File: src/rtl/mem_access_unit.sv
// rtl/mem_access_unit.sv - byte/half/word load-store adapter onto a word-organised Wishbone port
// Optional build macro: MEM_ACCESS_MISALIGNED_SPLIT_EN (split misaligned accesses into two word cycles)
module mem_access_unit #(
    parameter int MEM_ADDR_WIDTH = 30
) (
    input  logic                      i_clk,
    input  logic                      i_reset,
    input  logic                      i_cpu_stb,
    input  logic                      i_cpu_we,
    input  logic [31:0]               i_cpu_addr,
    input  logic [31:0]               i_cpu_data,
    input  logic [2:0]                i_cpu_sel,
    output logic [31:0]               o_cpu_data,
    output logic                      o_cpu_ack,
    output logic                      o_cpu_stall,
    output logic                      o_cpu_err,
    output logic                      o_mem_stb,
    output logic                      o_mem_we,
    output logic [MEM_ADDR_WIDTH-1:0] o_mem_addr,
    output logic [31:0]               o_mem_data,
    output logic [3:0]                o_mem_sel,
    input  logic [31:0]               i_mem_data,
    input  logic                      i_mem_ack,
    input  logic                      i_mem_stall
);

    typedef enum logic [2:0] {
        S_IDLE,
        S_ISSUE0,
        S_WAIT0,
        S_RESP
`ifdef MEM_ACCESS_MISALIGNED_SPLIT_EN
        ,
        S_ISSUE1,
        S_WAIT1
`endif
    } state_t;

    state_t state, state_next;

    // Request latched at acceptance; the CPU side is ignored while busy.
    logic [31:0] addr_q;
    logic [31:0] data_q;
    logic        we_q;
    logic [2:0]  sel_q;
    logic        err_q;
    logic [31:0] word0_q;

    logic req_illegal, req_misaligned, req_reject;
    logic accept, issue0, capture0, respond;

    logic [1:0]                off;
    logic [4:0]                sh;
    logic [3:0]                size_mask;
    logic [3:0]                lanes_w0;
    logic [31:0]               data_w0;
    logic [MEM_ADDR_WIDTH-1:0] idx_w0;
    logic [31:0]               shifted;
    logic [31:0]               load_ext;

`ifdef MEM_ACCESS_MISALIGNED_SPLIT_EN
    logic                      split_q;
    logic [31:0]               word1_q;
    logic                      issue1, capture1;
    logic [3:0]                lanes_w1;
    logic [31:0]               data_w1;
    logic [MEM_ADDR_WIDTH-1:0] idx_w1;
`endif

    // Classify the incoming request: illegal size code, misaligned, or rejected outright.
    always_comb begin
        req_illegal = 1'b0;
        case (i_cpu_sel)
            3'b000, 3'b001, 3'b010: req_illegal = 1'b0;
            3'b100, 3'b101:         req_illegal = i_cpu_we;
            default:                req_illegal = 1'b1;
        endcase
        req_misaligned = ((i_cpu_sel[1:0] == 2'b01) && (i_cpu_addr[1:0] == 2'b11)) ||
                         ((i_cpu_sel[1:0] == 2'b10) && (i_cpu_addr[1:0] != 2'b00));
`ifdef MEM_ACCESS_MISALIGNED_SPLIT_EN
        req_reject = req_illegal;
`else
        req_reject = req_illegal | req_misaligned;
`endif
    end

    assign off    = addr_q[1:0];
    assign sh     = {off, 3'b000};
    assign idx_w0 = MEM_ADDR_WIDTH'(addr_q[31:2]);

    // Byte-lane mask of the access size before shifting to the byte offset.
    always_comb begin
        case (sel_q[1:0])
            2'b00:   size_mask = 4'b0001;
            2'b01:   size_mask = 4'b0011;
            default: size_mask = 4'b1111;
        endcase
    end

    // Word 0 gets the low part of the offset-shifted lanes/data; bits shifted past lane 3 go to word 1.
    assign lanes_w0 = size_mask << off;
    assign data_w0  = data_q << sh;

`ifdef MEM_ACCESS_MISALIGNED_SPLIT_EN
    assign lanes_w1 = size_mask >> (3'd4 - {1'b0, off});
    assign data_w1  = data_q >> (6'd32 - {1'b0, sh});
    assign idx_w1   = idx_w0 + MEM_ADDR_WIDTH'(1);
    assign shifted  = (word0_q >> sh) | (word1_q << (6'd32 - {1'b0, sh}));
`else
    assign shifted  = word0_q >> sh;
`endif

    // Truncate the aligned load to its size; sign-extend B/H, zero-extend BU/HU/W.
    always_comb begin
        case (sel_q[1:0])
            2'b00:   load_ext = {{24{~sel_q[2] & shifted[7]}}, shifted[7:0]};
            2'b01:   load_ext = {{16{~sel_q[2] & shifted[15]}}, shifted[15:0]};
            default: load_ext = shifted;
        endcase
    end

    // State register.
    always_ff @(posedge i_clk) begin
        if (i_reset) state <= S_IDLE;
        else         state <= state_next;
    end

    // Next-state and per-cycle action strobes.
    always_comb begin
        state_next = state;
        accept     = 1'b0;
        issue0     = 1'b0;
        capture0   = 1'b0;
        respond    = 1'b0;
`ifdef MEM_ACCESS_MISALIGNED_SPLIT_EN
        issue1     = 1'b0;
        capture1   = 1'b0;
`endif
        case (state)
            S_IDLE: begin
                if (i_cpu_stb && !o_cpu_stall) begin
                    accept     = 1'b1;
                    state_next = req_reject ? S_RESP : S_ISSUE0;
                end
            end
            S_ISSUE0: begin
                if (!i_mem_stall) begin
                    issue0     = 1'b1;
                    state_next = S_WAIT0;
                end
            end
            S_WAIT0: begin
                if (i_mem_ack) begin
                    capture0   = 1'b1;
`ifdef MEM_ACCESS_MISALIGNED_SPLIT_EN
                    state_next = split_q ? S_ISSUE1 : S_RESP;
`else
                    state_next = S_RESP;
`endif
                end
            end
`ifdef MEM_ACCESS_MISALIGNED_SPLIT_EN
            S_ISSUE1: begin
                if (!i_mem_stall) begin
                    issue1     = 1'b1;
                    state_next = S_WAIT1;
                end
            end
            S_WAIT1: begin
                if (i_mem_ack) begin
                    capture1   = 1'b1;
                    state_next = S_RESP;
                end
            end
`endif
            S_RESP: begin
                respond    = 1'b1;
                state_next = S_IDLE;
            end
            default: state_next = S_IDLE;
        endcase
    end

    // Request latch, memory-side drive, read capture and CPU response registers.
    always_ff @(posedge i_clk) begin
        if (i_reset) begin
            addr_q      <= '0;
            data_q      <= '0;
            we_q        <= 1'b0;
            sel_q       <= '0;
            err_q       <= 1'b0;
            word0_q     <= '0;
            o_cpu_data  <= '0;
            o_cpu_ack   <= 1'b0;
            o_cpu_stall <= 1'b0;
            o_cpu_err   <= 1'b0;
            o_mem_stb   <= 1'b0;
            o_mem_we    <= 1'b0;
            o_mem_addr  <= '0;
            o_mem_data  <= '0;
            o_mem_sel   <= '0;
`ifdef MEM_ACCESS_MISALIGNED_SPLIT_EN
            split_q     <= 1'b0;
            word1_q     <= '0;
`endif
        end else begin
            if (accept) begin
                addr_q      <= i_cpu_addr;
                data_q      <= i_cpu_data;
                we_q        <= i_cpu_we;
                sel_q       <= i_cpu_sel;
                err_q       <= req_reject;
                o_cpu_stall <= 1'b1;
`ifdef MEM_ACCESS_MISALIGNED_SPLIT_EN
                split_q     <= req_misaligned;
`endif
            end

            if (issue0) begin
                o_mem_stb  <= 1'b1;
                o_mem_we   <= we_q;
                o_mem_addr <= idx_w0;
                o_mem_data <= data_w0;
                o_mem_sel  <= lanes_w0;
`ifdef MEM_ACCESS_MISALIGNED_SPLIT_EN
            end else if (issue1) begin
                o_mem_stb  <= 1'b1;
                o_mem_we   <= we_q;
                o_mem_addr <= idx_w1;
                o_mem_data <= data_w1;
                o_mem_sel  <= lanes_w1;
`endif
            end else begin
                o_mem_stb  <= 1'b0;
            end

            if (capture0) word0_q <= i_mem_data;
`ifdef MEM_ACCESS_MISALIGNED_SPLIT_EN
            if (capture1) word1_q <= i_mem_data;
`endif

            if (respond) begin
                o_cpu_ack   <= 1'b1;
                o_cpu_stall <= 1'b0;
                o_cpu_err   <= err_q;
                o_cpu_data  <= (err_q || we_q) ? 32'h0 : load_ext;
            end else begin
                o_cpu_ack   <= 1'b0;
            end
        end
    end

endmodule
File: config.mk
export PLATFORM = sky130hd
export DESIGN_NAME = mem_access_unit
export DESIGN_NICKNAME = d
export VERILOG_FILES = /design/src/rtl/mem_access_unit.sv
export SDC_FILE = /design/constraint.sdc
export NUM_CORES = 1
export LEC_CHECK = 0
export CAP_MARGIN = 20
export CORE_ASPECT_RATIO = 1.1
export CORE_UTILIZATION = 44
export DETAILED_ROUTE_END_ITERATION = 7
export GPL_TIMING_DRIVEN = 1
export PLACE_DENSITY = 0.79
export SLEW_MARGIN = 20
export SYNTH_ARGS = -nofsm -noshare
export SYNTH_HDL_FRONTEND = slang
export SYNTH_SLANG_ARGS = --single-unit
export TNS_END_PERCENT = 5
File: constraint.sdc
create_clock -name i_clk -period 1.6 [get_ports i_clk]
set_input_delay 0.32 -clock i_clk [delete_from_list [all_inputs] [get_ports i_clk]]
set_output_delay 0.32 -clock i_clk [all_outputs]
set_load 0.005 [all_outputs]
==> results.json <==
{
  "status": "complete, but fails checks",
  "violations": "setup timing",
  "grt.met3_usage_pct": 5.138,
  "cts_tree": "done",
  "path_buf_inv": 0,
  "cts_root_buf": "clkbuf_16",
  "tightest_slew_ns": 0.6695,
  "ys_seq_elements": 206,
  "syn_inst": 947,
  "grt_max_degree": 63,
  "rsz0062_at_grt": "true",
  "port_buffers": 207,
  "clock_power_share_pct": 33.4,
  "io_pins": 208,
  "p_comb_share_pct": 25.4,
  "cts.sinks": 206,
  "power_frac_seq_pct": 41.1,
  "hold_viol": 0,
  "slew_violations": 0,
  "grt_overflow": 0,
  "initial_core_util_pct": 45.14,
  "synth_area_per_cell_um2": 8.456,
  "drc": 0,
  "period_share_pct": 111.6,
  "period_needed_ns": 1.786,
  "worstPathArrival_ns": 2.16,
  "cp_slowest_cell": "mux4_2",
  "critPathMaxFanout": 8,
  "critical_path.endpoint_type": "flip-flop",
  "synth_warnings": 0,
  "clock_latency_ns": 0.49,
  "finClkSkew_ns": 0.008126,
  "vias_per_cell": 5.255,
  "post_drt_wl_per_cell_um": 16.51,
  "slew_headroom_pct": 55.37,
  "grtUsageMet1_pct": 28.81,
  "swShare_pct": 30.23,
  "grt_pass1_vias": 7129,
  "setup_viol": 17,
  "layout_common_cells": "nand2_1, dfxtp_1, a21oi_1",
  "timing.final.ws_setup_ns": -0.1859,
  "dr.pass1.iters": 5,
  "rows": 51,
  "first_iter_violations": 539,
  "switchingPower_mw": 4.502,
  "drtAntennaViolNets": 0,
  "cts_buffers": 21,
  "critPathTopFamily": "multiplexers",
  "areaGrowthSynthToFinish_pct": 43.16,
  "cp_slowest_stage_delay_ns": 0.52,
  "holdWs_ns": 0.2750,
  "cp-start-kind": "flip-flop",
  "dieArea_mm2": 0.01874,
  "timing_worst_setup_path_type": "flip-flop to flip-flop",
  "final_core_util_pct": 64.62,
  "htree_levels": 1,
  "power_density_mw_per_mm2": 1299,
  "path_clk_slew_ns": 0.06,
  "drt-total-wl_mm": 23.43,
  "fmaxAchievable_ghz": 0.5599,
  "grt_first_pass_wirelength_mm": 35.98,
  "track_usage_pct": 24.45,
  "clk_path_buf_depth": 3,
  "layout_commonest_cell": "nand2_1",
  "die_x_um": 130.6,
  "place_area_mm2": 0.01067,
  "core_area_mm2": 0.01774,
  "synth_cell_types": 41,
  "gr-max-usage-layer": "met2",
  "p_leak_nw": 4.699,
  "seq_area_frac_synth_pct": 51.50,
  "crit_chain": "mux4_2 > and3b_2 > a221oi_1 > o21ai_1",
  "post-route-cell-area_mm2": 0.01146,
  "dpl.hpwl_mm": 15.75,
  "synthesis.nets": 1056,
  "die-height_um": 143.5,
  "intPower_mw": 10.39,
  "nNetsFinal": 1275,
  "antenna_found_initial": 2,
  "layout-drive-gt1-share_pct": 17.44,
  "grtUsageMet2_pct": 42.80,
  "vias": 7457,
  "vdd_ir_drop_max_mv": 0.9034,
  "tns_ns": -0.8932,
  "cap_violations": 0,
  "globalplace.congestion": 0.8858,
  "min_path_type": "primary input to flip-flop",
  "synth_area_mm2": 0.008008,
  "num_antenna_cells": 0,
  "critPathRequiredTime_ns": 1.97
}
## tightest hold or removal path: stages
cell and delay (ns):
buf_4 0.08, and2b_1 0.18, buf_4 0.13
## what timing repair did
action	4_1_cts	5_1_grt
pin swaps	3	3
gates resized for setup	145	30
endpoints found under the setup margin	212	139
setup buffers	3	1
hold buffers	0	0
## layer usage
metal	up-vias	share of wire, %	routed length (um)
met3	64	7.0	1647
met1	3464	39	9044
met2	270	51	11840
met5	-	0.11	25
met4	4	3.7	873
li1	3655	-	-
## Yosys cell counts (all sizes together)
cell type | number | area (um2)
nand2 | 303 | 1140
dfxtp | 206 | 4124
a21oi | 151 | 759.5
clkbuf | 53 | 198.9
nor2 | 42 | 157.7
mux2 | 32 | 360.4
o21ai | 27 | 135.1
a22oi | 24 | 180.2
buf | 19 | 118.9
mux2i | 17 | 170.2
a221o | 16 | 160.2
o211ai | 9 | 67.56
a221oi | 8 | 70.07
inv | 5 | 18.77
ha | 4 | 50.05
nor3 | 4 | 25.02
a211oi | 3 | 22.52
nand2b | 3 | 18.77
nor3b | 3 | 37.54
and3b | 2 | 17.52
nor4b | 2 | 30.03
a2111oi | 1 | 27.53
a222oi | 1 | 10.01
a311oi | 1 | 8.760
a32o | 1 | 10.01
and2 | 1 | 6.260
and2b | 1 | 7.510
clkinv | 1 | 3.750
mux4 | 1 | 22.52
nand3b | 1 | 7.510
nor2b | 1 | 6.260
nor4 | 1 | 12.51
o21a | 1 | 7.510
or2 | 1 | 6.260
xor2 | 1 | 8.760
## cell type report
class | instances | area, um2
clock buffer | 27 | 598.1
tap | 238 | 297.8
fill | 1508 | 6276
inverter | 6 | 25.02
multi-input combinational | 663 | 3684
sequential | 206 | 4170
timing repair buffer | 268 | 2576
clock inverter | 11 | 112.6
## metrics by stage
step                      cells  worst slack, ns  power, mW
after CTS                  1418          -0.1386      14.83
final                      1419          -0.1859      14.89
after floorplan             947         -0.02946      8.218
after global placement     1377          -0.2459      9.755
after global routing       1419          -0.2252      15.58
after detailed placement   1377          -0.3751      9.848
## sequential cells by signal, indices dropped and copies added, names as in the netlist
signal	cells
addr_q	32
data_q	32
o_cpu_data	32
o_mem_data	32
word0_q	32
o_mem_addr	30
o_mem_sel	4
sel_q	3
state	2
err_q	1
o_cpu_ack	1
o_cpu_err	1
o_cpu_stall	1
o_mem_stb	1
o_mem_we	1
we_q	1
## power groups by stage
stage | registers, mW | clock network, mW | logic, mW
after global placement | 6.19 | 0 | 3.56
final | 6.13 | 4.98 | 3.79
after floorplan | 6.11 | 0 | 2.11
after CTS | 6.12 | 5.07 | 3.64
after detailed placement | 6.22 | 0 | 3.62
after global routing | 6.20 | 5.25 | 4.13
## cells by family after synthesis
logic type | count (synthesis) | share of synthesized area (%)
AO/OA/AOI/OAI | 243 | 18.22
XOR/XNOR | 1 | 0.1094
adder cells (fa/ha/maj) | 4 | 0.6250
buffers and inverters | 78 | 4.250
flip-flops | 206 | 51.50
multiplexers | 50 | 6.906
AND/OR/NAND/NOR | 365 | 18.39
## final timing paths
| path | start | endpoint | slack, ns | depth (start not counted) |
|---|---|---|---|---|
| setup / recovery | addr_q[0] | o_cpu_data[9] | -0.19 | 4 |
| hold / removal | i_reset | o_cpu_ack | 0.28 | 3 |
| setup reg to reg | addr_q[0] | o_cpu_data[9] | -0.19 | 4 |
| hold reg to reg | addr_q[5] | o_mem_addr[3] | 0.45 | 2 |
Note: power is estimated with default switching activity, not from simulation.
